===== src/rtl/adder_ctrl_pkg.sv =====
// adder_ctrl_pkg: shared constants, state encoding and captured-operation type for adder_arbiter
package adder_ctrl_pkg;

    localparam int HALF_W = 32;
    localparam int ID_W   = 1;

    localparam logic [1:0] ST_IDLE = 2'd0;
    localparam logic [1:0] ST_LO   = 2'd1;
    localparam logic [1:0] ST_HI   = 2'd2;
    localparam logic [1:0] ST_RESP = 2'd3;

    typedef struct packed {
        logic [2*HALF_W-1:0] a;
        logic [2*HALF_W-1:0] b;
        logic                cin;
        logic                wide;
    } op_t;

endpackage


===== src/rtl/adder32.sv =====
// adder32: combinational W-bit adder with carry-in and carry-out
module adder32 #(
    parameter int W = 32
) (
    input  logic [W-1:0] a,
    input  logic [W-1:0] b,
    input  logic         cin,
    output logic [W-1:0] sum,
    output logic         cout
);

    assign {cout, sum} = {1'b0, a} + {1'b0, b} + {{W{1'b0}}, cin};

endmodule


===== src/rtl/adder_arbiter.sv =====
// adder_arbiter: round-robin sharing of one adder32 between two requesters, 64-bit adds as two chained passes
module adder_arbiter #(
    parameter int HALF_W = 32
) (
    input  logic                clk,
    input  logic                resetn,
    input  logic                req0_valid,
    output logic                req0_ready,
    input  logic                req0_wide,
    input  logic [2*HALF_W-1:0] req0_a,
    input  logic [2*HALF_W-1:0] req0_b,
    input  logic                req0_cin,
    input  logic                req1_valid,
    output logic                req1_ready,
    input  logic                req1_wide,
    input  logic [2*HALF_W-1:0] req1_a,
    input  logic [2*HALF_W-1:0] req1_b,
    input  logic                req1_cin,
    output logic                resp_valid,
    input  logic                resp_ready,
    output logic                resp_id,
    output logic [2*HALF_W-1:0] resp_result,
    output logic                resp_cout
);
    import adder_ctrl_pkg::*;

    logic [1:0]          state_q, state_d;
    logic                prio_q, prio_d;
    logic                hold_q, hold_d;
    op_t                 op_q, op_d;
    logic                carry_lo_q, carry_lo_d;
    logic                id_q, id_d;
    logic [2*HALF_W-1:0] result_q, result_d;
    logic                cout_q, cout_d;
    logic                grant0, grant1;
    logic [HALF_W-1:0]   add_a, add_b, add_sum;
    logic                add_cin, add_cout;

    // Round-robin grant; hold_q blocks acceptance in the first IDLE cycle after a response
    always_comb begin
        grant0     = req0_valid && (!prio_q || !req1_valid);
        grant1     = req1_valid && (prio_q || !req0_valid);
        req0_ready = resetn && state_q == ST_IDLE && !hold_q && grant0;
        req1_ready = resetn && state_q == ST_IDLE && !hold_q && grant1;
    end

    // Adder operands: low halves with the request carry in LO, high halves with the chained carry in HI
    always_comb begin
        add_a   = state_q == ST_HI ? op_q.a[2*HALF_W-1:HALF_W] : op_q.a[HALF_W-1:0];
        add_b   = state_q == ST_HI ? op_q.b[2*HALF_W-1:HALF_W] : op_q.b[HALF_W-1:0];
        add_cin = state_q == ST_HI ? carry_lo_q : op_q.cin;
    end

    adder32 #(.W(HALF_W)) u_adder (
        .a    (add_a),
        .b    (add_b),
        .cin  (add_cin),
        .sum  (add_sum),
        .cout (add_cout)
    );

    // Sequencer: capture on accept, one or two adder passes, then hold the result until taken
    always_comb begin
        state_d    = state_q;
        prio_d     = prio_q;
        hold_d     = 1'b0;
        op_d       = op_q;
        carry_lo_d = carry_lo_q;
        id_d       = id_q;
        result_d   = result_q;
        cout_d     = cout_q;
        case (state_q)
            ST_IDLE: begin
                if (req0_ready || req1_ready) begin
                    op_d    = req1_ready ? {req1_a, req1_b, req1_cin, req1_wide}
                                         : {req0_a, req0_b, req0_cin, req0_wide};
                    id_d    = req1_ready;
                    state_d = ST_LO;
                end
            end
            ST_LO: begin
                result_d[HALF_W-1:0] = add_sum;
                carry_lo_d           = add_cout;
                if (!op_q.wide) begin
                    result_d[2*HALF_W-1:HALF_W] = '0;
                    cout_d                      = add_cout;
                end
                state_d = op_q.wide ? ST_HI : ST_RESP;
            end
            ST_HI: begin
                result_d[2*HALF_W-1:HALF_W] = add_sum;
                cout_d                      = add_cout;
                state_d                     = ST_RESP;
            end
            default: begin
                if (resp_ready) begin
                    state_d = ST_IDLE;
                    prio_d  = ~id_q;
                    hold_d  = 1'b1;
                end
            end
        endcase
    end

    // Registers; reset discards any in-flight operation and returns priority to requester 0
    always_ff @(posedge clk) begin
        if (!resetn) begin
            state_q    <= ST_IDLE;
            prio_q     <= 1'b0;
            hold_q     <= 1'b0;
            op_q       <= '0;
            carry_lo_q <= 1'b0;
            id_q       <= 1'b0;
            result_q   <= '0;
            cout_q     <= 1'b0;
        end else begin
            state_q    <= state_d;
            prio_q     <= prio_d;
            hold_q     <= hold_d;
            op_q       <= op_d;
            carry_lo_q <= carry_lo_d;
            id_q       <= id_d;
            result_q   <= result_d;
            cout_q     <= cout_d;
        end
    end

    assign resp_valid  = state_q == ST_RESP;
    assign resp_id     = id_q;
    assign resp_result = result_q;
    assign resp_cout   = cout_q;

endmodule


===== config.mk =====
export PLATFORM = sky130hd
export DESIGN_NAME = adder_arbiter
export DESIGN_NICKNAME = d
export VERILOG_FILES = /design/src/rtl/adder_ctrl_pkg.sv /design/src/rtl/adder32.sv /design/src/rtl/adder_arbiter.sv
export SDC_FILE = /design/constraint.sdc
export NUM_CORES = 1
export LEC_CHECK = 0
export ABC_AREA = 1
export ABC_CLOCK_PERIOD_IN_PS = 4000
export BUFFER_PORTS_ARGS = -buffer_cell sky130_fd_sc_hd__buf_2
export CORE_ASPECT_RATIO = 0.8
export CORE_MARGIN = 2
export CORE_UTILIZATION = 25
export DETAILED_ROUTE_END_ITERATION = 10
export PLACE_DENSITY = 0.51
export SLEW_MARGIN = 20
export SYNTH_ARGS = -nofsm -noshare
export SYNTH_HDL_FRONTEND = slang
export SYNTH_SLANG_ARGS = --single-unit

===== constraint.sdc =====
create_clock -name clk -period 4 [get_ports clk]
set_clock_uncertainty 0.15 [all_clocks]
set_input_delay 1 -clock clk [delete_from_list [all_inputs] [get_ports clk]]
set_output_delay 1 -clock clk [all_outputs]
set_load 0.02 [all_outputs]

==> metrics.md <==
| Metric | Value |
|---|---|
| Chain of cells forming the critical path | inv_1, ha_1, inv_1, nor3_2, o211ai_1, inv_1, buf_2 |
| Transition time at the pin with the least slew margin | 978 ps |
| Number of H-tree branching levels | 1 |
| Final RePlAce weighted congestion | 0.898 |
| Maximum clock frequency | 299 MHz |
| DRT Pass-1 Iters | 6 |
| Antenna violations before repair | 0 |
| Area after DPL | 13500 sq um |
| Final setup violation count | 0 |
| Shortest period the worst path allows | 3350 ps |
| CP endpoint kind | output port |
| Drt initial violations | 750 |
| Synthesized area per cell | 6.24 sq um |
| Sequential share of the synthesized area | 35.7% |
| Pleak | 7.46 nW |
| Full die area | 46800 sq um |
| Post-synth top area cell | sky130_fd_sc_hd__dfxtp_1 |
| Data arrival time at the worst-slack endpoint | 2200 ps |
| Starting Density | 25.3% |
| Number of buffers inserted by port buffering | 333 |
| Register area | 4020 sq um |
| Synth Warn # | 0 |
| Cell types occupying the most area after synthesis | sky130_fd_sc_hd__dfxtp_1, sky130_fd_sc_hd__nand2_1, sky130_fd_sc_hd__a31oi_1, sky130_fd_sc_hd__inv_1, sky130_fd_sc_hd__o21ai_0 |
| Synth Register Bits | 201 |
| Tot GR Track Use | 18.6% |
| Cell area after layout | 14300 sq um |
| Antenna cells | 0 |
| Status | finished clean |
| Combined area of the multi-input logic cells | 6200 sq um |
| Critical-path cell with the highest stage delay | sky130_fd_sc_hd__dfxtp_1 |
| Max_cap viols | 0 |
| Crit path largest cell delay | 350 ps |
| Worst hold path class | reg -> reg |
| Global-route wire length before repair | 68.4 mm |
| Maximum number of pins on one net before global-route repair | 131 |
| Post-synth design cell area | 11300 sq um |
| Critical Path Start Type | flop |
| Top post-synthesis cells by count | sky130_fd_sc_hd__nand2_1, sky130_fd_sc_hd__dfxtp_1, sky130_fd_sc_hd__inv_1 |
| Total congestion overflow | 0 |
| Most used cell along the critical path | sky130_fd_sc_hd__inv_1 |
| Clock tree from TritonCTS | done |
| Maximum vdd ir drop | 0.000286 V |
| Post-CTS Repair Setup Buffers | 0 |
| Number of global-route vias before repair | 12200 |
| Fill cell instance count of the final layout | 4942 |
| Proportion of layout cells with a drive suffix above 1 | 19.2% |
| Vias post-DR | 12400 |
| Worst Setup Path Type | reg -> out |
| Total wirelength of the detailed-routed design | 44.4 mm |
| Gate count of the mapped netlist | 1806 |
| Clk pin slew, worst setup/hold paths | 60 ps |
| Remaining DRCs | 0 |
| Proportion of netlist area held by the largest area contributor | 35.7% |
| Distinct cell type count of the synthesized netlist | 31 |
| Number of vias per cell after detailed routing | 4.59 |
| Required time reported for the critical path endpoint | 2850 ps |
| Placeable core region | 44500 sq um |
| Leading cell type by number of instances after synthesis | sky130_fd_sc_hd__nand2_1 |
| Layout Nets | 2385 |
| Total nets after synthesis | 2109 |
| DP HPWL | 33.9 mm |
| Number of synthesized flops with an enable pin | 0 |
| Width of the die | 241 um |
| Final max-slew violation count | 0 |
| Async set-reset flop share out of synthesis | 0% |
| Maximum number of buffers from clock root to sink | 3 |
| Antenna Violating Nets Remaining | 0 |
| Relative slew margins | 34.8% |
| Hold buffers post-CTS | 0 |
| Predominant post-synthesis flop cell | sky130_fd_sc_hd__dfxtp_1 |
| Buffer type at the clock tree root | sky130_fd_sc_hd__clkbuf_16 |
| Post_cts resized | 0 |
| CTS sink cnt | 201 |
| Number of endpoints with negative hold slack in the final report | 0 |
| Final worst-path cycle share | 83.6% |
| Die Height | 194 um |
| Routed wire per std cell | 16.4 um |
| Unrepaired setup endpoints after global routing | false |
| Number of standard-cell rows in the floorplan | 69 |
| Growth of design area from synthesis to finish | 27.3% |
| Top Ports | 334 |
| Power density over cell area | 642 nW/um^2 |
| Post-Route Setup TNS | 0 ps |
| Maximum fanout count along the critical path | 4 |
| FF-to-FF setup slack | 680 ps |
| Clock buffers created by TritonCTS | 24 |
| Source-to-sink clock delay at the later pin of the worst-skew pair | 530 ps |
## logic make-up (layout without fill, tap and decap cells)
| family | count (synthesis) | in the layout | share of synthesized area (%) |
|---|---|---|---|
| buf+inv | 266 | 560 | 9.39 |
| compound gates | 353 | 353 | 17.3 |
| fa+ha+maj | 38 | 38 | 4.36 |
| xor+xnor | 15 | 15 | 1.17 |
| simple gates | 933 | 933 | 32.0 |
| flops | 201 | 201 | 35.7 |
## metal layers
| metal | share of wire (%) | global-route usage [%] |
|---|---|---|
| met5 | 0 | 0 |
| met3 | 4.6 | 2.32 |
| met2 | 48 | 32.6 |
| met4 | 1.8 | 3.29 |
| met1 | 46 | 24.5 |
## metrics by stage
| stage | worst slack (ps) | util (%) | total power, W | std cells | hold WS [ps] |
|---|---|---|---|---|---|
| 2_1_floorplan | 746 | - | 0.00542 | 1806 | 300 |
| 3_3_place_gp | 785 | 30.3 | 0.00689 | 2659 | 306 |
| 3_5_place_dp | 719 | 30.3 | 0.00690 | 2659 | 305 |
| 4_1_cts | 622 | 32.2 | 0.00936 | 2703 | 315 |
| 5_1_grt | 401 | 32.2 | 0.00991 | 2703 | 330 |
| 6_report | 655 | 32.2 | 0.00920 | 2703 | 313 |
## path summary, 6_finish.rpt
path,startpoint,to,cells after the start
worst max register to register,state_q[0]$_SDFFE_PN0P_,carry_lo_q$_SDFFE_PN0P_,19
worst max-delay path,state_q[0]$_SDFFE_PN0P_,req0_ready,7
worst min register to register,resp_result[53]$_SDFFE_PN0P_,resp_result[53]$_SDFFE_PN0P_,2
worst min-delay path,resp_result[53]$_SDFFE_PN0P_,resp_result[53]$_SDFFE_PN0P_,2
## cell usage in the layout (no fill, tap or decap), types with 2 or more instances in the layout
cell and count:
sky130_fd_sc_hd__fa_1 2, sky130_fd_sc_hd__o21ai_0 107, sky130_fd_sc_hd__a31oi_1 131, sky130_fd_sc_hd__buf_4 18
sky130_fd_sc_hd__clkbuf_1 4, sky130_fd_sc_hd__clkinv_2 5, sky130_fd_sc_hd__inv_2 2, sky130_fd_sc_hd__buf_12 4
sky130_fd_sc_hd__clkbuf_8 5, sky130_fd_sc_hd__ha_1 35, sky130_fd_sc_hd__nand3b_1 4, sky130_fd_sc_hd__nor3_1 6
sky130_fd_sc_hd__clkbuf_16 25, sky130_fd_sc_hd__xor2_1 15, sky130_fd_sc_hd__nand2_1 774, sky130_fd_sc_hd__inv_1 159
sky130_fd_sc_hd__a21oi_1 56, sky130_fd_sc_hd__and2_1 3, sky130_fd_sc_hd__buf_2 332, sky130_fd_sc_hd__o21ai_1 50
sky130_fd_sc_hd__nor2_1 96, sky130_fd_sc_hd__and3_1 2, sky130_fd_sc_hd__dfxtp_1 201, sky130_fd_sc_hd__bufinv_16 4
sky130_fd_sc_hd__nand3_1 42, sky130_fd_sc_hd__a21o_1 5
## critical path, delay by kind of cell (launching register included)
kind / cells / cell delay, ps
adders and majority gates: 1 / 180
buffers and inverters: 4 / 540
and+or+nand+nor: 1 / 310
DFF: 1 / 350
AOI/OAI and AO/OA: 1 / 280
## area by class of cell
type                            count  share of cell area (%)
Clock buffer                       34                    4.95
Clock inverter                     10                    1.07
Timing Repair Buffer              354                    13.1
Inverter                          162                    4.26
Sequential cell                   201                    28.1
Tap cell                          603                    5.26
Multi-Input combinational cell   1339                    43.3
## power by group
group	switching, W	internal (W)	total [W]
logic	0.00271	0.00125	0.00396
registers	0.000327	0.00253	0.00285
clock network	0.000902	0.00149	0.00239
## flip-flops by register name (all words and copies together) (netlist names)
register / count
op_q: 130
carry_lo_q: 1
state_q: 2
prio_q: 1
resp_cout: 1
resp_id: 1
resp_result: 64
hold_q: 1
Note: power is estimated with default switching activity, not from simulation.
